## src/rtl/xbar_grant_ctl_pkg.sv

```systemverilog
`default_nettype none
// ============================================================================
// Package : xbar_pkg
// Brief   : Shared constants and state encoding for the crossbar grant
//           controller of one output port.
// Revision: 1.0 - initial release
// ============================================================================
package xbar_pkg;

  // Request-side geometry: 22 input ports split into 3 segments of 8 lanes.
  // The last segment only populates lanes 0..5.
  localparam int XBAR_NREQ  = 22;
  localparam int XBAR_SEG_W = 8;
  localparam int XBAR_NSEG  = 3;

  // Binary port index width and watchdog counter width.
  localparam int XBAR_IDX_W  = 5;
  localparam int XBAR_WDOG_W = 16;

  // Grant controller state encoding.
  typedef enum logic [0:0] {
    ST_IDLE  = 1'b0,
    ST_GRANT = 1'b1
  } xbar_state_e;

endpackage : xbar_pkg
`default_nettype wire

```

## src/rtl/xbar_onehot_enc.sv

```systemverilog
`default_nettype none
// ============================================================================
// Module  : xbar_onehot_enc
// Brief   : 8-bit one-hot to 3-bit binary encoder with a one-hot validity
//           flag (exactly one bit set).
// Revision: 1.0 - initial release
// ============================================================================
module xbar_onehot_enc
  import xbar_pkg::*;
(
  input  logic [XBAR_SEG_W-1:0] i_onehot,
  output logic [2:0]            o_bin,
  output logic                  o_ok
);

  // OR together the indices of set bits; exact for a one-hot input, and
  // the result is discarded by the consumer whenever o_ok is low.
  always_comb begin
    o_bin = 3'd0;
    for (int i = 0; i < XBAR_SEG_W; i++) begin
      if (i_onehot[i]) begin
        o_bin = o_bin | 3'(i);
      end
    end
    o_ok = (i_onehot != '0) && ((i_onehot & (i_onehot - 8'd1)) == '0);
  end

endmodule : xbar_onehot_enc
`default_nettype wire

```

## src/rtl/xbar_grant_ctl.sv

```systemverilog
`default_nettype none
// ============================================================================
// Module  : xbar_grant_ctl
// Brief   : Grant controller for one crossbar output port. Gates requests
//           towards the partial priority enforcer, decodes its registered
//           winner/segment result into a one-hot grant plus mux select, and
//           holds the grant for a whole packet (end-of-packet, abort or
//           watchdog release).
// Revision: 1.0 - initial release
// ============================================================================
module xbar_grant_ctl
  import xbar_pkg::*;
#(
  parameter int unsigned WDOG_CYCLES = 1023
) (
  input  logic                  clk,
  input  logic                  rst,
  input  logic [XBAR_NREQ-1:0]  i_req,
  input  logic [XBAR_NREQ-1:0]  i_eop,
  output logic [XBAR_NREQ-1:0]  o_enf_req,
  input  logic                  i_winner_found,
  input  logic [XBAR_SEG_W-1:0] i_winner,
  input  logic [1:0]            i_third,
  output logic [XBAR_NREQ-1:0]  o_grant,
  output logic [XBAR_IDX_W-1:0] o_sel,
  output logic                  o_busy,
  output logic                  o_abort,
  output logic                  o_timeout,
  output logic [XBAR_IDX_W-1:0] o_timeout_id,
  output logic                  o_err
);

  localparam bit                   WDOG_EN   = (WDOG_CYCLES != 0);
  localparam logic [XBAR_WDOG_W-1:0] WDOG_LAST =
    (WDOG_CYCLES == 0) ? '0 : XBAR_WDOG_W'(WDOG_CYCLES - 1);
  localparam int                   EXT_W     = 1 << XBAR_IDX_W;

  xbar_state_e                 state_q, state_d;
  logic [XBAR_NREQ-1:0]        grant_q, grant_d;
  logic [XBAR_IDX_W-1:0]       sel_q, sel_d;
  logic [XBAR_WDOG_W-1:0]      wdog_q, wdog_d;
  logic                        abort_q, abort_d;
  logic                        timeout_q, timeout_d;
  logic [XBAR_IDX_W-1:0]       timeout_id_q, timeout_id_d;
  logic                        err_q, err_d;

  logic [2:0]                  enc_bin;
  logic                        enc_ok;
  logic [XBAR_IDX_W-1:0]       win_idx;
  logic                        malformed;
  logic                        release_now;
  logic [EXT_W-1:0]            req_ext;
  logic [EXT_W-1:0]            eop_ext;

  xbar_onehot_enc u_enc (
    .i_onehot (i_winner),
    .o_bin    (enc_bin),
    .o_ok     (enc_ok)
  );

  // Zero-extend to the full index range so any 5-bit index is in bounds.
  assign req_ext = {{(EXT_W-XBAR_NREQ){1'b0}}, i_req};
  assign eop_ext = {{(EXT_W-XBAR_NREQ){1'b0}}, i_eop};

  // Segment index times 8 plus lane is just a concatenation.
  assign win_idx = {i_third, enc_bin};

  // Reject non-one-hot winners, segment 3, and lanes 6..7 of the partial
  // last segment (ports 22..23 do not exist).
  assign malformed = !enc_ok
                   || (int'(i_third) >= XBAR_NSEG)
                   || ((int'(i_third) == XBAR_NSEG - 1) && (|i_winner[7:6]));

  // Requests only reach the enforcer while idle with no result pending.
  assign o_enf_req = ((state_q == ST_IDLE) && !i_winner_found) ? i_req : '0;

  // Next-state, grant decode, release priority and pulse generation.
  always_comb begin
    state_d      = state_q;
    grant_d      = grant_q;
    sel_d        = sel_q;
    wdog_d       = wdog_q;
    abort_d      = 1'b0;
    timeout_d    = 1'b0;
    timeout_id_d = timeout_id_q;
    err_d        = 1'b0;
    release_now  = 1'b0;

    case (state_q)
      ST_IDLE: begin
        if (i_winner_found) begin
          if (malformed) begin
            err_d = 1'b1;
          end else if (req_ext[win_idx]) begin
            state_d = ST_GRANT;
            grant_d = {{(XBAR_NREQ-1){1'b0}}, 1'b1} << win_idx;
            sel_d   = win_idx;
            wdog_d  = '0;
          end
        end
      end
      ST_GRANT: begin
        if (eop_ext[sel_q]) begin
          release_now = 1'b1;
        end else if (!req_ext[sel_q]) begin
          release_now = 1'b1;
          abort_d     = 1'b1;
        end else if (WDOG_EN && (wdog_q == WDOG_LAST)) begin
          release_now  = 1'b1;
          timeout_d    = 1'b1;
          timeout_id_d = sel_q;
        end else if (wdog_q != '1) begin
          wdog_d = wdog_q + 1'b1;
        end

        if (release_now) begin
          state_d = ST_IDLE;
          grant_d = '0;
          wdog_d  = '0;
        end
      end
      default: begin
        state_d = ST_IDLE;
        grant_d = '0;
        wdog_d  = '0;
      end
    endcase
  end

  // State and output registers, cleared asynchronously.
  always_ff @(posedge clk or posedge rst) begin
    if (rst) begin
      state_q      <= ST_IDLE;
      grant_q      <= '0;
      sel_q        <= '0;
      wdog_q       <= '0;
      abort_q      <= 1'b0;
      timeout_q    <= 1'b0;
      timeout_id_q <= '0;
      err_q        <= 1'b0;
    end else begin
      state_q      <= state_d;
      grant_q      <= grant_d;
      sel_q        <= sel_d;
      wdog_q       <= wdog_d;
      abort_q      <= abort_d;
      timeout_q    <= timeout_d;
      timeout_id_q <= timeout_id_d;
      err_q        <= err_d;
    end
  end

  assign o_grant      = grant_q;
  assign o_sel        = sel_q;
  assign o_busy       = (state_q == ST_GRANT);
  assign o_abort      = abort_q;
  assign o_timeout    = timeout_q;
  assign o_timeout_id = timeout_id_q;
  assign o_err        = err_q;

endmodule : xbar_grant_ctl
`default_nettype wire
```

## config.mk

```make
export PLATFORM = sky130hd
export DESIGN_NAME = xbar_grant_ctl
export DESIGN_NICKNAME = d
export VERILOG_FILES = /design/src/rtl/xbar_grant_ctl_pkg.sv /design/src/rtl/xbar_onehot_enc.sv /design/src/rtl/xbar_grant_ctl.sv
export SDC_FILE = /design/constraint.sdc
export NUM_CORES = 1
export LEC_CHECK = 0
export CAP_MARGIN = 40
export CORE_MARGIN = 3
export CORE_UTILIZATION = 46
export DETAILED_ROUTE_END_ITERATION = 10
export PLACE_DENSITY = 0.87
export SLEW_MARGIN = 20
export SYNTH_ARGS = -nofsm -noshare
export SYNTH_HDL_FRONTEND = slang
export SYNTH_SLANG_ARGS = --single-unit
export TNS_END_PERCENT = 100
```

## constraint.sdc

```tcl
create_clock -name clk -period 2.85 [get_ports clk]
set_input_delay 0.4275 -clock clk [delete_from_list [all_inputs] [get_ports clk]]
set_output_delay 0.4275 -clock clk [all_outputs]
set_load 0.02 [all_outputs]
```

==> summary.txt <==
Run status
  • Status: completed

Global route
  • Pin count of the biggest net entering global routing: 53
  • Initial antenna violation count: 0
  • First-pass GRT wire length: 17,800 microns
  • Gr usage total: 0.258
  • GRT Residual Overflow: 0
  • Number of global-route vias before repair: 3,721

Critical path
  • Worst EP required: 3040 ps
  • Arrival @ worst endpoint: 3030 ps
  • Crit Path Category: input pin to flop
  • R2R Path Start: o_sel[1]$_DFFE_PP0P_
  • Buf/Inv on CP: 3
  • Worst path cell trace: clkdlybuf4s50_1 -> nor4_4 -> buf_4 -> a2111oi_1 -> a31oi_1 -> o311ai_4 -> a311oi_4 -> o21ai_4 -> clkbuf_16 -> mux2_4
  • CP Max Fanout: 5
  • CP Capture Type: flop
  • Crit. Startpoint: i_winner[4]
  • Setup crit start kind: input pin
  • Critical-path top delay cell: clkdlybuf4s50_1
  • Delay-heaviest family, CP: compound AO/OA/AOI/OAI gates
  • Slowest Stage Delay on Critical Path: 500 ps

Cells and area
  • Nets@finish: 567
  • Layout area overhead: 58.5%
  • FF/Latch Area: 0.00130 sq mm
  • FILL cells: 432
  • Share of cells above drive strength 1: 0.295
  • Area taken by multi-input logic gates: 0.00211 sq mm
  • Diodes inserted: 0

STA
  • Rel. slew slack: 0.581
  • Max-slew violation count: 0
  • Worst Tran Pin Value: 628 ps
  • Hold slack final: 518 ps
  • Setup WS post-layout: 8.66 ps
  • F_max: 352 MHz
  • Final hold violations: 0
  • Final period util: 0.997
  • Min cycle time layout: 2840 ps
  • Max Clock Skew: 13.6 ps
  • Final setup violation count: 0

Yosys
  • Post-synthesis adder-cell area fraction: 0.0102
  • Async S/R FF share, synth: 1.00
  • Sequential area share after synthesis: 0.378
  • Dominant cell type by area after synthesis: dfrtp_1
  • Area share of and/or/nand/nor cells after synthesis: 0.211
  • Synth Warn #: 0
  • Largest family of logic cells by synthesized area: simple AND/OR/NAND/NOR gates
  • Synth area leaders: dfrtp_1, mux2_4, mux2_2, mux4_2, mux2i_1
  • XOR/XNOR share of the synthesized area: 0
  • Mux cell area share after synthesis: 0.209
  • Main synth FF type: dfrtp_1
  • Most frequent cells after synthesis: dfrtp_1, nor2_1, and2_1
  • Synth Net Count: 395
  • EDFF count, synth: 0
  • Syn Std Cell Area: 0.00344 sq mm
  • Most common cell in the netlist: dfrtp_1
  • Mapped Cells: 336
  • #FFs+latches synth: 52
  • Cell variety after synth: 57
  • Synth Area in Compound Gates: 0.150
  • Average cell area after synthesis: 10.2 sq um
  • Area share of the largest cell type after synthesis: 0.378

Power and ir drop
  • Sw frac: 0.241
  • Reg power frac: 0.410
  • Comb pwr share: 0.226
  • Clk pwr share: 0.364
  • Lkg Pwr: 2.43 nW
  • Max VDD drop: 236 uV
  • Internal power: 1.42 mW
  • Switch Pwr: 0.451 mW
  • Pwr/cell area: 344 mW/mm^2

Clocking
  • H-tree depth: 2
  • CTS tree: done
  • CTS Buffer Depth: 2
  • Clk sinks: 52
  • Num CTS Buffers: 5
  • CTS Root Cell: clkbuf_8
  • Hold-fix buffers at CTS: 0
  • Clk_lat worst skew: 310 ps
  • Clock-pin slew on the worst setup and hold paths: 100 ps

Place
  • IO buf count: 114
  • Pre-CTS setup slack: -552 ps
  • Dpl hpwl: 8080 microns
  • Final RePlAce weighted congestion: 0.899

Die
  • Row count: 30
  • CORE AREA: 0.00702 sq mm
  • Die ar.: 0.00855 sq mm
  • Io pins: 115
  • Die Wd: 92.5 microns
  • Chip Height: 92.5 microns
  • Initial Utilization: 0.490

Detailed routing
  • DRC viols: 0
  • ANT nets after route: 0
  • 1st-iter DRT viols: 178
  • Via count: 3,478
  • Wirelength per Cell: 18.3 microns
  • WL final: 11,100 microns
  • Drt pass-1 iters: 5
  • Vias per cell: 5.75

Job
  • # Max-Cap Violations: 0

Worst hold path
  • Worst Hold Class: flop to flop
  • Worst hold start: o_timeout_id[0]$_DFFE_PP0P_
[power by group through the flow]
stage          Clock, mW  Sequential (mW)  Combinational [mW]
6_report           0.682            0.768               0.425
3_5_place_dp           0            0.782               0.405
5_1_grt            0.716            0.771               0.451
2_1_floorplan          0            0.785               0.173
3_3_place_gp           0            0.782               0.396
4_1_cts            0.684            0.768               0.412
[sequential cells by signal, summed over array words and instances, names as in the netlist]
| signal | cells |
|---|---|
| o_grant | 22 |
| wdog_q | 16 |
| o_sel | 5 |
| o_timeout_id | 5 |
| o_abort | 1 |
| o_busy | 1 |
| o_err | 1 |
| o_timeout | 1 |
[repair_timing]
action	in CTS	in global routing
pin swaps	7	9
buffers inserted	4	2
gates resized for setup	19	24
setup endpoints to repair	43	39
cloned	0	1
[cell usage in the layout (no fill, tap or decap), drive strengths merged, types with 12 or more instances in the layout]
| cell type | netlist | final |
|---|---|---|
| clkdlybuf4s50 | 0 | 109 |
| buf | 10 | 68 |
| dfrtp | 52 | 52 |
| mux2 | 32 | 32 |
| nor2 | 29 | 29 |
| and2 | 23 | 23 |
| nand2 | 19 | 19 |
| mux2i | 15 | 15 |
| nand3 | 14 | 14 |
| nor3 | 13 | 13 |
| inv | 12 | 12 |
[cell families (layout without fill, tap and decap cells)]
logic type      count (synthesis)  in the layout
simple gates                  135            135
fa+ha+maj                       3              3
compound gates                 62             62
buf+inv                        30            203
flops                          52             52
mux                            54             54
[metal layers]
layer,global-route usage,routed length (microns),vias up
met1,0.300,4390,1665
met4,0.127,437,0
met5,0,0,-
met2,0.448,5540,176
met3,0.0544,704,39
li1,-,-,1598
[per-stage QoR]
step	utilization	instance area [sq um]	setup TNS (ps)	cells	power [mW]
2_1_floorplan	-	3450	0	336	0.958
3_3_place_gp	0.727	5100	-14470	590	1.18
3_5_place_dp	0.727	5100	-19740	590	1.19
4_1_cts	0.763	5350	0	602	1.86
5_1_grt	0.777	5460	-1080	605	1.94
6_report	0.777	5460	0	605	1.88
[area by class of cell]
type / count / share of cell area
clock inverter: 3 / 0.0165
timing repair buffer: 183 / 0.315
clock buffer: 5 / 0.0126
inverter: 12 / 0.00826
sequential: 52 / 0.239
multi-input combinational: 254 / 0.387
tap: 96 / 0.0220
[path summary, 6_finish.rpt]
| path | to | slack, ps | cells after the start |
|---|---|---|---|
| hold reg to reg | o_timeout_id[0]$_DFFE_PP0P_ | 520 | 1 |
| min in group asynchronous | o_grant[5]$_DFFE_PP0P_ | 610 | 3 |
| setup / recovery | o_grant[6]$_DFFE_PP0P_ | 9 | 10 |
| setup reg to reg | o_grant[6]$_DFFE_PP0P_ | 180 | 9 |
| hold / removal | o_timeout_id[0]$_DFFE_PP0P_ | 520 | 1 |
| max in group asynchronous | o_sel[2]$_DFFE_PP0P_ | 1790 | 3 |
Power figures use the tool's default switching activity.
